$ cat config.mk
export PLATFORM = sky130hd
export DESIGN_NAME = if_stage
export DESIGN_NICKNAME = d
export VERILOG_FILES = /design/src/rtl/if_stage_pkg.sv /design/src/rtl/if_stage_pc_reg.sv /design/src/rtl/if_stage.sv
export SDC_FILE = /design/constraint.sdc
export NUM_CORES = 1
export LEC_CHECK = 0
export CAP_MARGIN = 20
export CORE_UTILIZATION = 48
export DETAILED_ROUTE_END_ITERATION = 10
export GPL_TIMING_DRIVEN = 0
export PLACE_DENSITY = 0.87
export SYNTH_ARGS = -nofsm -noshare
export SYNTH_HDL_FRONTEND = slang
export SYNTH_HIERARCHICAL = 1
export SYNTH_SLANG_ARGS = --single-unit
$ cat constraint.sdc
create_clock -name i_clk -period 4.04 [get_ports i_clk]
set_input_delay 0.808 -clock i_clk [delete_from_list [all_inputs] [get_ports i_clk]]
set_output_delay 0.808 -clock i_clk [all_outputs]
set_load 0.01 [all_outputs]
$ cat src/rtl/if_stage_pkg.sv
// Shared widths, reset PC and IF->ID bus layout for the fetch stage.
package if_stage_pkg;

    localparam int          XLEN               = 32;
    localparam int          IF_TO_ID_BUS_WIDTH = 64;
    localparam logic [31:0] RESET_PC_DEFAULT   = 32'h0000_0000;

    typedef struct packed {
        logic [XLEN-1:0] pc4;
        logic [XLEN-1:0] pc;
    } if_to_id_t;

    function automatic logic [XLEN-1:0] pc_inc(input logic [XLEN-1:0] pc);
        return pc + 32'd4;
    endfunction

endpackage

$ cat src/rtl/if_stage_pc_reg.sv
// Fetch PC and valid register with redirect/advance next-PC selection.
module if_stage_pc_reg
    import if_stage_pkg::*;
#(
    parameter logic [XLEN-1:0] RESET_PC = RESET_PC_DEFAULT
) (
    input  logic            i_clk,
    input  logic            i_rst,
    input  logic            i_br_taken,
    input  logic [XLEN-1:0] i_br_target,
    input  logic            i_fire,
    output logic [XLEN-1:0] o_pc,
    output logic            o_valid
);

    logic [XLEN-1:0] r_pc;
    logic            r_valid;

    // Valid rises on the first edge out of reset and stays up; redirects keep it up.
    always_ff @(posedge i_clk) begin
        if (i_rst) begin
            r_pc    <= RESET_PC;
            r_valid <= 1'b0;
        end else begin
            r_valid <= 1'b1;
            if (i_br_taken)
                r_pc <= {i_br_target[XLEN-1:2], 2'b00};
            else if (i_fire)
                r_pc <= pc_inc(r_pc);
        end
    end

    assign o_pc    = r_pc;
    assign o_valid = r_valid;

endmodule

$ cat src/rtl/if_stage.sv
// Instruction-fetch stage: owns fetch PC, hands {pc4,pc} to ID, steers synchronous IROM
// so its output matches ID's latched PC even while ID stalls.
module if_stage
    import if_stage_pkg::*;
#(
    parameter logic [31:0] RESET_PC = RESET_PC_DEFAULT,
    parameter int          PC_W     = 32
) (
    input  logic                          i_clk,
    input  logic                          i_rst,
    input  logic                          i_id_allow_in,
    input  logic                          i_br_taken,
    input  logic [PC_W-1:0]               i_br_target,
    output logic [PC_W-1:0]               o_irom_addr,
    output logic [IF_TO_ID_BUS_WIDTH-1:0] o_if_to_id_bus,
    output logic                          o_if_to_id_valid,
    output logic [31:0]                   o_fetch_count,
    output logic                          o_misalign_err
);

    logic [PC_W-1:0] w_pc;
    logic            w_if_valid;
    logic            w_valid;
    logic            w_fire;
    if_to_id_t       w_bus;

    logic [PC_W-1:0] r_held_pc;
    logic [31:0]     r_fetch_count;
    logic            r_misalign_err;

    assign w_valid = w_if_valid & ~i_br_taken & ~i_rst;
    assign w_fire  = w_valid & i_id_allow_in;

    if_stage_pc_reg #(.RESET_PC(RESET_PC)) u_pc_reg (
        .i_clk       (i_clk),
        .i_rst       (i_rst),
        .i_br_taken  (i_br_taken),
        .i_br_target (i_br_target),
        .i_fire      (w_fire),
        .o_pc        (w_pc),
        .o_valid     (w_if_valid)
    );

    always_ff @(posedge i_clk) begin
        if (i_rst) begin
            r_held_pc      <= RESET_PC;
            r_fetch_count  <= 32'd0;
            r_misalign_err <= 1'b0;
        end else if (i_br_taken) begin
            r_misalign_err <= r_misalign_err | (i_br_target[1:0] != 2'b00);
        end else if (w_fire) begin
            r_held_pc     <= w_pc;
            r_fetch_count <= r_fetch_count + 32'd1;
        end
    end

    // IROM data arrives a cycle late: present the PC ID will hold next cycle.
    always_comb begin
        w_bus.pc  = w_pc;
        w_bus.pc4 = pc_inc(w_pc);
        if (i_rst) begin
            w_bus.pc  = RESET_PC;
            w_bus.pc4 = pc_inc(RESET_PC);
        end
    end

    assign o_irom_addr      = i_rst ? RESET_PC : (w_fire ? w_pc : r_held_pc);
    assign o_if_to_id_bus   = w_bus;
    assign o_if_to_id_valid = w_valid;
    assign o_fetch_count    = r_fetch_count;
    assign o_misalign_err   = r_misalign_err;

endmodule

==> results by stage <==
Synthesis:
- The number of flops mapped to enable cells by yosys is 0.
- The synthesized netlist occupies a cell area of around 5600 µm².
- The largest total area in the synthesized netlist belongs to dfxtp_1.
- The share of synthesized flip-flops with an asynchronous set or reset is 0%.
- The sequential element share of the synthesized area is around a third.
- The number of register bits inferred by synthesis is 96.
- Sorting the synthesized cells by area gives the leading types as dfxtp_1 34%, a21oi_1 10%, nand2_1 7.1%.
- Counting every instance in the synthesized netlist gives 755.
- The number of distinct library cell variants in the gate-level netlist after synthesis is 51.
- Yosys printed 6 warnings.
- Sorting the synthesized cells by how often they occur yields 115 x a21oi_1, 106 x nand2_1, 96 x dfxtp_1.
- Yosys instantiated no cell more often than a21oi_1.
- The most used flip-flop cell after synthesis is dfxtp_1.
- The fraction of synthesized cell area taken by the top area cell type is between 30% and 40%.
- The per-instance average area after synthesis is 7.47 µm².

Power and ir drop:
- Cell internal power was estimated by the tool at about 1.6 mW.
- Sequential cells account for between 40% and 50% of the total power.
- In this run the static leakage power is ~2.7 nW.
- The areal power density over the cells is 283 nW/µm².
- The clock network is responsible for around two fifths of the overall power.
- The fraction of power consumed by combinational cells is 12.3%.
- In this run the power spent charging and discharging nets is 0.571 mW.
- Net switching is between 20% and 30% of the power.
- IR analysis of the VDD net gives a maximum drop of between 150 and 200 µV.

Place:
- During placement, the flow inserted port buffers numbering between 150 and 200.
- The placer's final routability congestion estimate is between 0.9 and 1.
- The post-place setup slack is -0.606 ns.
- The detailed placement HPWL is between 10000 and 15000 µm.
- The number of placed cells counting well taps is about 1100.

Floorplanning:
- The starting density of the core is about half.
- The floorplan step set the die height to approximately 110 µm.
- The floorplan die area is 12200 µm².
- In this run the count of I/O pins placed on the die edge is 166.
- From left edge to right edge, the die measures about 110 µm.
- The number of standard-cell rows in the floorplan is 39.
- The placeable core region is between 10000 and 15000 µm².

Timing:
- Between clock sinks in the finished design, the worst skew comes to 0.00536 ns.
- At the pin with the least slew margin, the transition time is 0.691 ns.
- The number of max-slew violations in the final report is 0.
- The final number of setup-violating endpoints is 0.
- Across all setup checks in the final design, the least slack found is slightly below 0.06 ns.
- In this run the tightest slew margin relative to its limit is 53.6%.
- The smallest clock period supported by the final layout is computed as roughly 4 ns.
- The worst hold margin is around 0.44 ns.
- The final hold violation count is 0.
- The worst path uses 98.5% of the clock period.
- The maximum clock rate is ~250 MHz.
- Setup repair after global routing left no endpoint under its margin.
- Setup total negative slack on the finished layout was measured at 0 ns.

Worst hold path:
- The kind of path behind the tightest hold check is reg2reg.
- The startpoint identified for the worst hold timing path is o_misalign_err$_SDFFE_PP0P_.
- The endpoint of the worst hold-timing path is o_misalign_err$_SDFFE_PP0P_.
- Counting instances, the worst hold path has a depth of 2.

Route:
- The length of the first detailed-routing pass in iterations is 5.
- The routed layout has roughly 6400 vias.
- The detailed-route wire length is approximately 18000 µm.
- In the routed design, unresolved DRC markers number 0.
- The detailed router finished its first iteration with 720 violations.
- Dividing the detail-routed wire length by the instance count gives 17.1 µm.
- The remaining antenna violation count after routing is 0.
- Dividing the detail-routed via count by the number of cells gives ~6.

Clock tree:
- The later pin in the worst-skew pair is clocked with a latency of roughly 0.34 ns.
- The buffer cell driving the clock tree root is clkbuf_16.
- The number of CTS-inserted buffers is 9.
- Clock tree synthesis found a total of 96 sinks.
- The number of buffers between clock root and the deepest sink is 2.
- The H-tree depth reported by CTS is 3.
- After clock tree synthesis, the clock-pin slew on the worst setup and hold paths is approximately 0.070 ns.
- The post-CTS setup buffer count is 0.
- TritonCTS built the clock tree.

Layout:
- The multi-input gate area in the final layout is 3430 µm².
- At the end of the flow, the number of nets in the layout was 967.
- The antenna diode count is 0.
- Counting the fill cells in the layout gives between 900 and 1000.
- The sequential cell area is slightly below 2000 µm².
- Leaving out filler cells and counting taps, the final layout contains roughly 1100.
- Relative to the synthesized area, the layout overhead comes to 38.9%.
- In the final layout, the share of cells above drive strength 1 is slightly below 7%.

Worst setup path:
- The start of the worst register-to-register path is u_pc_reg/o_valid$_DFF_P_.
- The endpoint of the worst register-to-register path is u_pc_reg/o_pc[30]$_SDFFE_PP0P_.
- The worst setup path is launched from a register.
- The peak fanout along the critical path is 12.
- The required arrival time at the worst endpoint is approximately 3.2 ns.
- The endpoint class of the critical path is an output port.
- The arrival time of data at the critical path endpoint is 3.17 ns.
- The path depth of the worst reg2reg path is 10.
- The critical path starts at u_pc_reg/o_pc[20]$_SDFFE_PP0P_.
- The critical path is of the reg2out type.
- Across all register-to-register paths, the minimum setup slack is between 1 and 1.5 ns.

Global routing:
- Entering global routing, the biggest net connects 16 pins.
- The number of antenna violations at the first check in global routing was 0.
- Across every metal layer, demand over resource in global routing totals about 30%.
- The total congestion overflow after global routing is 0.
- The number of global-route vias before repair is 5908.
- The global-route wire length before repair is 29500 µm.

Flow run:
- The max capacitance violation total is 0.

Status:
- The flow ran to the end, and the final reports show no timing, DRC or antenna violations.
## area by class of cell
type                    count  share of cell area [%]
clock inverters             5                    1.05
multi-input cells         587                    43.8
inverters                  17                   0.846
repair buffers            161                    20.9
well taps                 143                    2.28
plain buffers              56                    3.59
flip-flops and latches     96                    24.6
clock buffers              10                    2.92
## logic make-up after synthesis
logic type / after synthesis / synth area share [%]
DFF: 96 / 34.1
other: 1 / 0.0665
adders and majority gates: 3 / 0.665
buffers and inverters: 73 / 5.65
xor gates and xnor gates: 45 / 6.98
AOI/OAI and AO/OA: 171 / 17.3
and+or+nand+nor: 356 / 33.4
muxes: 10 / 1.84
## power groups by stage
stage                     sequential (mW)  combinational [mW]  clock, mW
after floorplan                      1.03               0.139          0
after global placement               1.05               0.265          0
after detailed placement             1.05               0.267          0
after CTS                            1.03               0.271      0.918
after global routing                 1.03               0.293      0.968
final                                1.03               0.274      0.917
## routing by layer
layer  vias to the layer above  part of all wire (%)  track usage, %
met5                         -                     0               0
met4                         0                   4.2            15.6
met3                        59                   8.9            4.01
met2                       358                    47            46.9
met1                      2957                    40            38.9
li1                       3044                     -               -
## flip-flops by register name, summed over array words and instances (netlist names)
| register | flops |
|---|---|
| u_pc_reg/o_valid | 1 |
| o_misalign_err | 1 |
| o_fetch_count | 32 |
| r_held_pc | 32 |
| u_pc_reg/o_pc | 30 |
## per-stage QoR
stage	power (mW)	utilization [%]	area, µm²
2_1_floorplan	1.17	-	5650
3_3_place_gp	1.31	65.1	7440
3_5_place_dp	1.31	65.1	7440
4_1_cts	2.21	68.2	7780
5_1_grt	2.29	68.7	7840
6_report	2.22	68.7	7840
## cells in the final DEF (no fill, tap or decap), drive strengths merged, types with 2 or more instances in the layout
cell type        n
clkdlybuf4s50  146
a21oi          115
nand2          106
dfxtp           96
nor2            58
clkbuf          47
nor2b           32
nand4           29
nand3           27
xnor2           25
or4             25
o31ai           21
xor2            20
buf             19
inv             17
nor3            16
nor4            16
o21ai           13
or3             13
dlymetal6s2s    12
and4             9
a211oi           8
mux2i            7
and3             6
nor3b            5
and2             5
o41ai            4
nand4b           4
o22ai            4
mux2             3
ha               3
dlygate4sd2      3
clkinv           3
or2              2
bufinv           2
conb             2
a2111oi          2
## timing repair
item	CTS	global route
hold buffers	0	0
setup endpoints to repair	36	33
resized for setup	19	29
pin swaps	0	1
## how the worst max path moves through the flow
stage	end	slack, ns	cells past startpoint
after floorplan	u_pc_reg/o_pc[30]$_SDFFE_PP0P_	0.77	11
after global placement	u_pc_reg/o_pc[25]$_SDFFE_PP0P_	-0.55	11
after detailed placement	u_pc_reg/o_pc[25]$_SDFFE_PP0P_	-0.61	11
after CTS	o_irom_addr[19]	0.005	9
after global routing	o_if_to_id_bus[47]	0.0006	6
final	o_if_to_id_bus[63]	0.06	5
## critical path: stages, from the launching register on
cell	delay [ns]
dfxtp_1	0.60
nand4_1	0.34
or4_1	0.63
nor4_1	0.37
mux2_2	0.41
clkdlybuf4s50_1	0.48
No activity file was read; power rests on OpenSTA's default activity.
